## config.mk

```make
export PLATFORM = sky130hd
export DESIGN_NAME = lamp_safety_driver
export DESIGN_NICKNAME = d
export VERILOG_FILES = /design/src/rtl/traffic_pkg.sv /design/src/rtl/blink_gen.sv /design/src/rtl/lamp_safety_driver.sv
export SDC_FILE = /design/constraint.sdc
export NUM_CORES = 1
export LEC_CHECK = 0
export BUFFER_PORTS_ARGS = -buffer_cell sky130_fd_sc_hd__buf_4
export CAP_MARGIN = 20
export CORE_MARGIN = 10
export CORE_UTILIZATION = 57
export CTS_BUF_LIST = sky130_fd_sc_hd__clkbuf_16
export CTS_CLUSTER_SIZE = 24
export DETAILED_ROUTE_END_ITERATION = 10
export GPL_TIMING_DRIVEN = 0
export PLACE_DENSITY = 0.76
export SLEW_MARGIN = 30
export SYNTH_ARGS = -nofsm -noshare
export SYNTH_HDL_FRONTEND = slang
export SYNTH_SLANG_ARGS = --single-unit
```

## constraint.sdc

```tcl
create_clock -name clk -period 2.8 [get_ports clk]
set_input_delay 0.14 -clock clk [delete_from_list [all_inputs] [get_ports clk]]
set_output_delay 0.14 -clock clk [all_outputs]
set_load 0.005 [all_outputs]
```

## src/rtl/traffic_pkg.sv

```systemverilog
// Shared light-code, lamp and fault-code definitions for the traffic-light datapath,
// plus the light-code to lamp decode.
package traffic_pkg;

    localparam logic [1:0] TL_RED     = 2'b00;
    localparam logic [1:0] TL_YELLOW  = 2'b01;
    localparam logic [1:0] TL_GREEN   = 2'b10;
    localparam logic [1:0] TL_INVALID = 2'b11;

    localparam logic [2:0] LAMP_R   = 3'b100;
    localparam logic [2:0] LAMP_Y   = 3'b010;
    localparam logic [2:0] LAMP_G   = 3'b001;
    localparam logic [2:0] LAMP_OFF = 3'b000;

    localparam logic [1:0] FC_NONE     = 2'b00;
    localparam logic [1:0] FC_CONFLICT = 2'b01;
    localparam logic [1:0] FC_INVALID  = 2'b10;
    localparam logic [1:0] FC_STALE    = 2'b11;

    typedef enum logic [1:0] {
        StNormal,
        StPending,
        StFault
    } state_t;

    function automatic logic [2:0] decode_lamp(input logic [1:0] code);
        logic [2:0] lamp;
        case (code)
            TL_RED:    lamp = LAMP_R;
            TL_YELLOW: lamp = LAMP_Y;
            TL_GREEN:  lamp = LAMP_G;
            default:   lamp = LAMP_OFF;
        endcase
        return lamp;
    endfunction

endpackage

```

## src/rtl/blink_gen.sv

```systemverilog
// Fault-flash phase generator: phase is 1 for BLINK_HALF cycles after a restart,
// then 0 for BLINK_HALF cycles, repeating.
module blink_gen #(
    parameter int unsigned BLINK_HALF = 50
) (
    input  logic clk,
    input  logic rst,
    input  logic restart,
    output logic phase
);

    localparam int unsigned CW = (BLINK_HALF > 1) ? $clog2(BLINK_HALF) : 1;

    logic [CW-1:0] cnt_q, cnt_d;
    logic          on_q, on_d;

    always_comb begin
        cnt_d = cnt_q;
        on_d  = on_q;
        if (restart) begin
            cnt_d = '0;
            on_d  = 1'b1;
        end else if (cnt_q == CW'(BLINK_HALF - 1)) begin
            cnt_d = '0;
            on_d  = ~on_q;
        end else begin
            cnt_d = cnt_q + 1'b1;
        end
    end

    always_ff @(posedge clk or posedge rst) begin
        if (rst) begin
            cnt_q <= '0;
            on_q  <= 1'b1;
        end else begin
            cnt_q <= cnt_d;
            on_q  <= on_d;
        end
    end

    assign phase = on_q;

endmodule

```

## src/rtl/lamp_safety_driver.sv

```systemverilog
// Lamp driver and independent safety monitor: decodes light codes to one-hot lamps and
// latches a flashing-red fault on conflicting, invalid or stale commands.
module lamp_safety_driver
    import traffic_pkg::*;
#(
    parameter int unsigned CONFLICT_CYCLES = 3,
    parameter int unsigned BLINK_HALF      = 50,
    parameter int unsigned WDOG_CYCLES     = 3000
) (
    input  logic       clk,
    input  logic       rst,
    input  logic [1:0] TL1,
    input  logic [1:0] TL2,
    input  logic       clr_fault,
    output logic [2:0] lamp1,
    output logic [2:0] lamp2,
    output logic       fault,
    output logic [1:0] fault_code
);

    localparam int unsigned WCW = $clog2(WDOG_CYCLES + 1);

    state_t         state_q, state_d;
    logic [3:0]     unsafe_cnt_q, unsafe_cnt_d;
    logic [WCW-1:0] stale_cnt_q, stale_cnt_d;
    logic [3:0]     prev_q;
    logic [2:0]     lamp1_q, lamp1_d, lamp2_q, lamp2_d;
    logic [1:0]     code_q, code_d;
    logic           conflict, invalid, unsafe, reached, stale_hit, restart, phase;

    function automatic logic is_go(input logic [1:0] code);
        return (code == TL_YELLOW) || (code == TL_GREEN);
    endfunction

    assign conflict = is_go(TL1) && is_go(TL2);
    assign invalid  = (TL1 == TL_INVALID) || (TL2 == TL_INVALID);
    assign unsafe   = conflict || invalid;

    always_comb begin
        unsafe_cnt_d = '0;
        if (unsafe) begin
            unsafe_cnt_d = (unsafe_cnt_q == 4'hf) ? unsafe_cnt_q : unsafe_cnt_q + 1'b1;
        end
        stale_cnt_d = '0;
        if ({TL1, TL2} == prev_q) begin
            stale_cnt_d = (stale_cnt_q == WCW'(WDOG_CYCLES)) ? stale_cnt_q
                                                              : stale_cnt_q + 1'b1;
        end
        // Count includes the current cycle, so CONFLICT_CYCLES unsafe samples trip the fault.
        reached   = unsafe_cnt_d >= 4'(CONFLICT_CYCLES);
        stale_hit = stale_cnt_d == WCW'(WDOG_CYCLES);

        state_d = state_q;
        case (state_q)
            StNormal: begin
                if (unsafe) state_d = reached ? StFault : StPending;
                if (stale_hit) state_d = StFault;
            end
            StPending: begin
                if (!unsafe) state_d = StNormal;
                else if (reached) state_d = StFault;
                if (stale_hit) state_d = StFault;
            end
            StFault: begin
                if (clr_fault && !unsafe) begin
                    state_d      = StNormal;
                    unsafe_cnt_d = '0;
                    stale_cnt_d  = '0;
                end
            end
            default: state_d = StNormal;
        endcase

        restart = (state_d == StFault) && (state_q != StFault);

        code_d = code_q;
        if (restart) begin
            code_d = conflict ? FC_CONFLICT : (invalid ? FC_INVALID : FC_STALE);
        end else if (state_d == StNormal) begin
            code_d = FC_NONE;
        end

        if (state_d == StNormal) begin
            lamp1_d = decode_lamp(TL1);
            lamp2_d = decode_lamp(TL2);
        end else begin
            lamp1_d = LAMP_R;
            lamp2_d = LAMP_R;
        end
    end

    always_ff @(posedge clk or posedge rst) begin
        if (rst) begin
            state_q      <= StNormal;
            unsafe_cnt_q <= '0;
            stale_cnt_q  <= '0;
            prev_q       <= '0;
            lamp1_q      <= LAMP_R;
            lamp2_q      <= LAMP_R;
            code_q       <= FC_NONE;
        end else begin
            state_q      <= state_d;
            unsafe_cnt_q <= unsafe_cnt_d;
            stale_cnt_q  <= stale_cnt_d;
            prev_q       <= {TL1, TL2};
            lamp1_q      <= lamp1_d;
            lamp2_q      <= lamp2_d;
            code_q       <= code_d;
        end
    end

    blink_gen #(
        .BLINK_HALF(BLINK_HALF)
    ) u_blink (
        .clk    (clk),
        .rst    (rst),
        .restart(restart),
        .phase  (phase)
    );

    // In FAULT the registered flash phase drives both reds in phase.
    assign lamp1      = (state_q == StFault) ? (phase ? LAMP_R : LAMP_OFF) : lamp1_q;
    assign lamp2      = (state_q == StFault) ? (phase ? LAMP_R : LAMP_OFF) : lamp2_q;
    assign fault      = (state_q == StFault);
    assign fault_code = code_q;

endmodule
```

==> impl_metrics.toml <==
[yosys]
synthCells = 209
synth_fa_ha_area_share_pct = 7.68
synth.distinct_cells = 47
syn-num-nets = 229
synthFlopType = "dfrtp_1"
synth_edf_count = 0
synth_area_mm2 = 0.00212
yosysWarnings = 0
synth_compound_area_share_pct = 12.1
post_synth.cell_area_avg_um2 = 10.1
seq_area_frac_synth_pct = 43.9
yosys.area_share.simple_pct = 22.5
synthArstFlopShare_pct = 100
synthXorXnorAreaFrac_pct = 8.27
synth-seq-cells = 37
synthMuxAreaShare_pct = 2.19
synth_top_family_by_area = "simple AND/OR/NAND/NOR gates"

[run_status]
violations = "negative hold slack"
status = "finished, violations left"

[worst_setup_path]
cp_data_arrival_time_ns = 2.59
r2r_end = "fault_code[0]"
r2r-start = "stale_cnt_q[0]"
ff2ff_setup_slack_ns = 0.37
critical_path.endpoint = "fault_code[0]"
startpoint = "stale_cnt_q[0]"
critPathMaxFanout = 7
crit_required_ns = 2.96
path_class = "reg -> reg"
r2r_cells = 9
cp-start-kind = "flip-flop"
cp-end-kind = "flip-flop"

[flow_run]
maxCapViolations = 0

[global_routing]
grt_max_degree = 38
antenna_found_initial = 0
grt_overflow = 0
grt_pass1_wl_mm = 6.53
grt_pass1_vias = 1456
track_usage_pct = 12.8

[placement]
dp_hpwl_mm = 2.82
io_buffer_count = 15
place_inst = 272
placed_area_mm2 = 0.00229
gp_congestion = 0.811

[cts]
post-cts-setup-buffers = 0
cts-resized-gates = 0
cts_buffers = 5
cts_buffer_depth = 2
cts_root_buffer = "clkbuf_16"
insertion_delay_ns = 0.28
cts_hold_buffers = 0
htree_levels = 2
cts.sinks = 37
cts_tree = "yes"
clk_pin_slew_worst_paths_ns = 0.05

[power]
total_leakage_power_nw = 1.11
powerDensity_mw_per_mm2 = 709
ir_drop_uv = 417

[die]
fp.dieArea_mm2 = 0.00655
core_mm2 = 0.00363
ios = 16
die_w_um = 80.9
initial_core_util_pct = 58.3
die_h_um = 80.9
num_rows = 22

[sta]
tns_ns = 0
slew_headroom_pct = 49.7
fin_crit_sh_pct = 86.8
skew_ns = 0.00250
drv_slew = 0
fmax_mhz = 411
hold_ws_ns = -0.00243
final_hold_viol_count = 2
final.min_clock_period_ns = 2.43
setup_viol = 0
tightest_slew_ns = 0.754
rsz0062_at_grt = "no"

[worst_hold_path]
hold_class = "in -> async"

[cells_and_area]
final_common_cell = "dfrtp_1"
layout_common_cells = "dfrtp_1, nor2_1, nand2_1"
stdcell_area_mm2 = 0.00243
fin_nets = 251
n_fill_cell = 286
drive_gt1_share_pct = 19.8
multi_input_area_mm2 = 0.00112
regArea_um2 = 930
n_antenna_cell = 0
syn_to_final_growth_pct = 14.9
instances_no_fill = 280
final_util_pct = 66.9

[drt]
drt_iter0_markers = 76
ant_nets = 0
num_vias = 1504
drc_errors = 0
wl_mm = 3.82
viasPerCell = 5.37
wl_per_cell_um = 13.6
first_pass_iters = 4
## through the flow
step | total power, mW | worst slack [ns]
floorplan | 1.03 | 0.655
global placement | 1.19 | 0.403
detailed placement | 1.20 | 0.394
CTS | 1.75 | 0.378
global route | 1.84 | 0.208
finish | 1.72 | 0.368
## cells in the mapped netlist, drive strengths merged (2+ instances only)
cell    instances  share of area, %
dfrtp          34                40
nor2           20               3.5
nand2          16               2.8
ha             13               7.7
inv            12               2.1
xnor2          10               4.1
xor2           10               4.1
and2            9               2.7
nand3           8               1.9
nor3            7               2.1
and3            6               1.9
o21ai           6               1.4
a211oi          5               1.8
a21boi          5               2.0
nor4            5               2.5
a21oi           4              0.95
clkbuf          4              0.71
a21o            3               1.1
dfstp           3               3.7
a21bo           2              0.95
buf             2              0.47
mux2            2               1.2
mux2i           2              0.95
nand2b          2              0.59
nand4           2              0.59
nand4b          2              0.83
## area by class of cell
type / count / area share [%]
Multi-Input combinational cell: 154 / 45.9
Sequential cell: 37 / 38.2
Clock buffer: 5 / 5.14
Timing Repair Buffer: 15 / 4.63
Tap cell: 48 / 2.47
Inverter: 12 / 1.85
Buffer: 6 / 1.03
Clock inverter: 3 / 0.720
## cells by family after synthesis
| kind of cell | Yosys count |
|---|---|
| AO/OA/AOI/OAI | 33 |
| XOR/XNOR | 20 |
| adder cells (fa/ha/maj) | 13 |
| buffers and inverters | 18 |
| flip-flops | 37 |
| multiplexers | 4 |
| AND/OR/NAND/NOR | 84 |
## metal layers
| metal | up-vias | share of wire [%] | global-route usage (%) |
|---|---|---|---|
| met3 | 6 | 2.6 | 3.75 |
| met1 | 723 | 49 | 15.8 |
| met4 | 0 | 1.8 | 5.71 |
| met2 | 13 | 47 | 20.2 |
| li1 | 762 | - | - |
| met5 | - | 0 | 0 |
## where the power goes
part / internal, mW / switching [mW] / total, mW
sequential: 0.644 / 0.0590 / 0.703
clock: 0.326 / 0.209 / 0.535
combinational: 0.224 / 0.263 / 0.487
total: 1.19 / 0.531 / 1.72
## critical path: stages (launching register included)
cell and delay, ns:
dfrtp_1 0.37, clkbuf_1 0.19, inv_1 0.09, ha_1 0.14, nand4b_1 0.16, nor4_4 0.33, mux2_4 0.35, o2111a_1 0.29
a21boi_2 0.25, o22ai_1 0.13
## worst min path at each step
| stage | start | end | slack (ns) | depth (start not counted) |
|---|---|---|---|---|
| finish | rst | stale_cnt_q[11] | -0.002 | 2 |
| global route | TL1[1] | prev_q[3] | 0.004 | 1 |
| CTS | TL1[1] | prev_q[3] | 0.001 | 1 |
| detailed placement | TL1[1] | prev_q[3] | 0.30 | 1 |
| global placement | TL2[0] | prev_q[0] | 0.29 | 1 |
| floorplan | TL2[0] | prev_q[0] | 0.17 | 0 |
## registers in the layout, indices dropped and copies added (netlist names)
name / cells
lamp2_q: 3
prev_q: 4
unsafe_cnt_q: 4
fault_code: 2
stale_cnt_q: 12
state_q: 2
u_blink.phase: 1
lamp1_q: 3
u_blink.cnt_q: 6
Note: power is estimated with default switching activity, not from simulation.
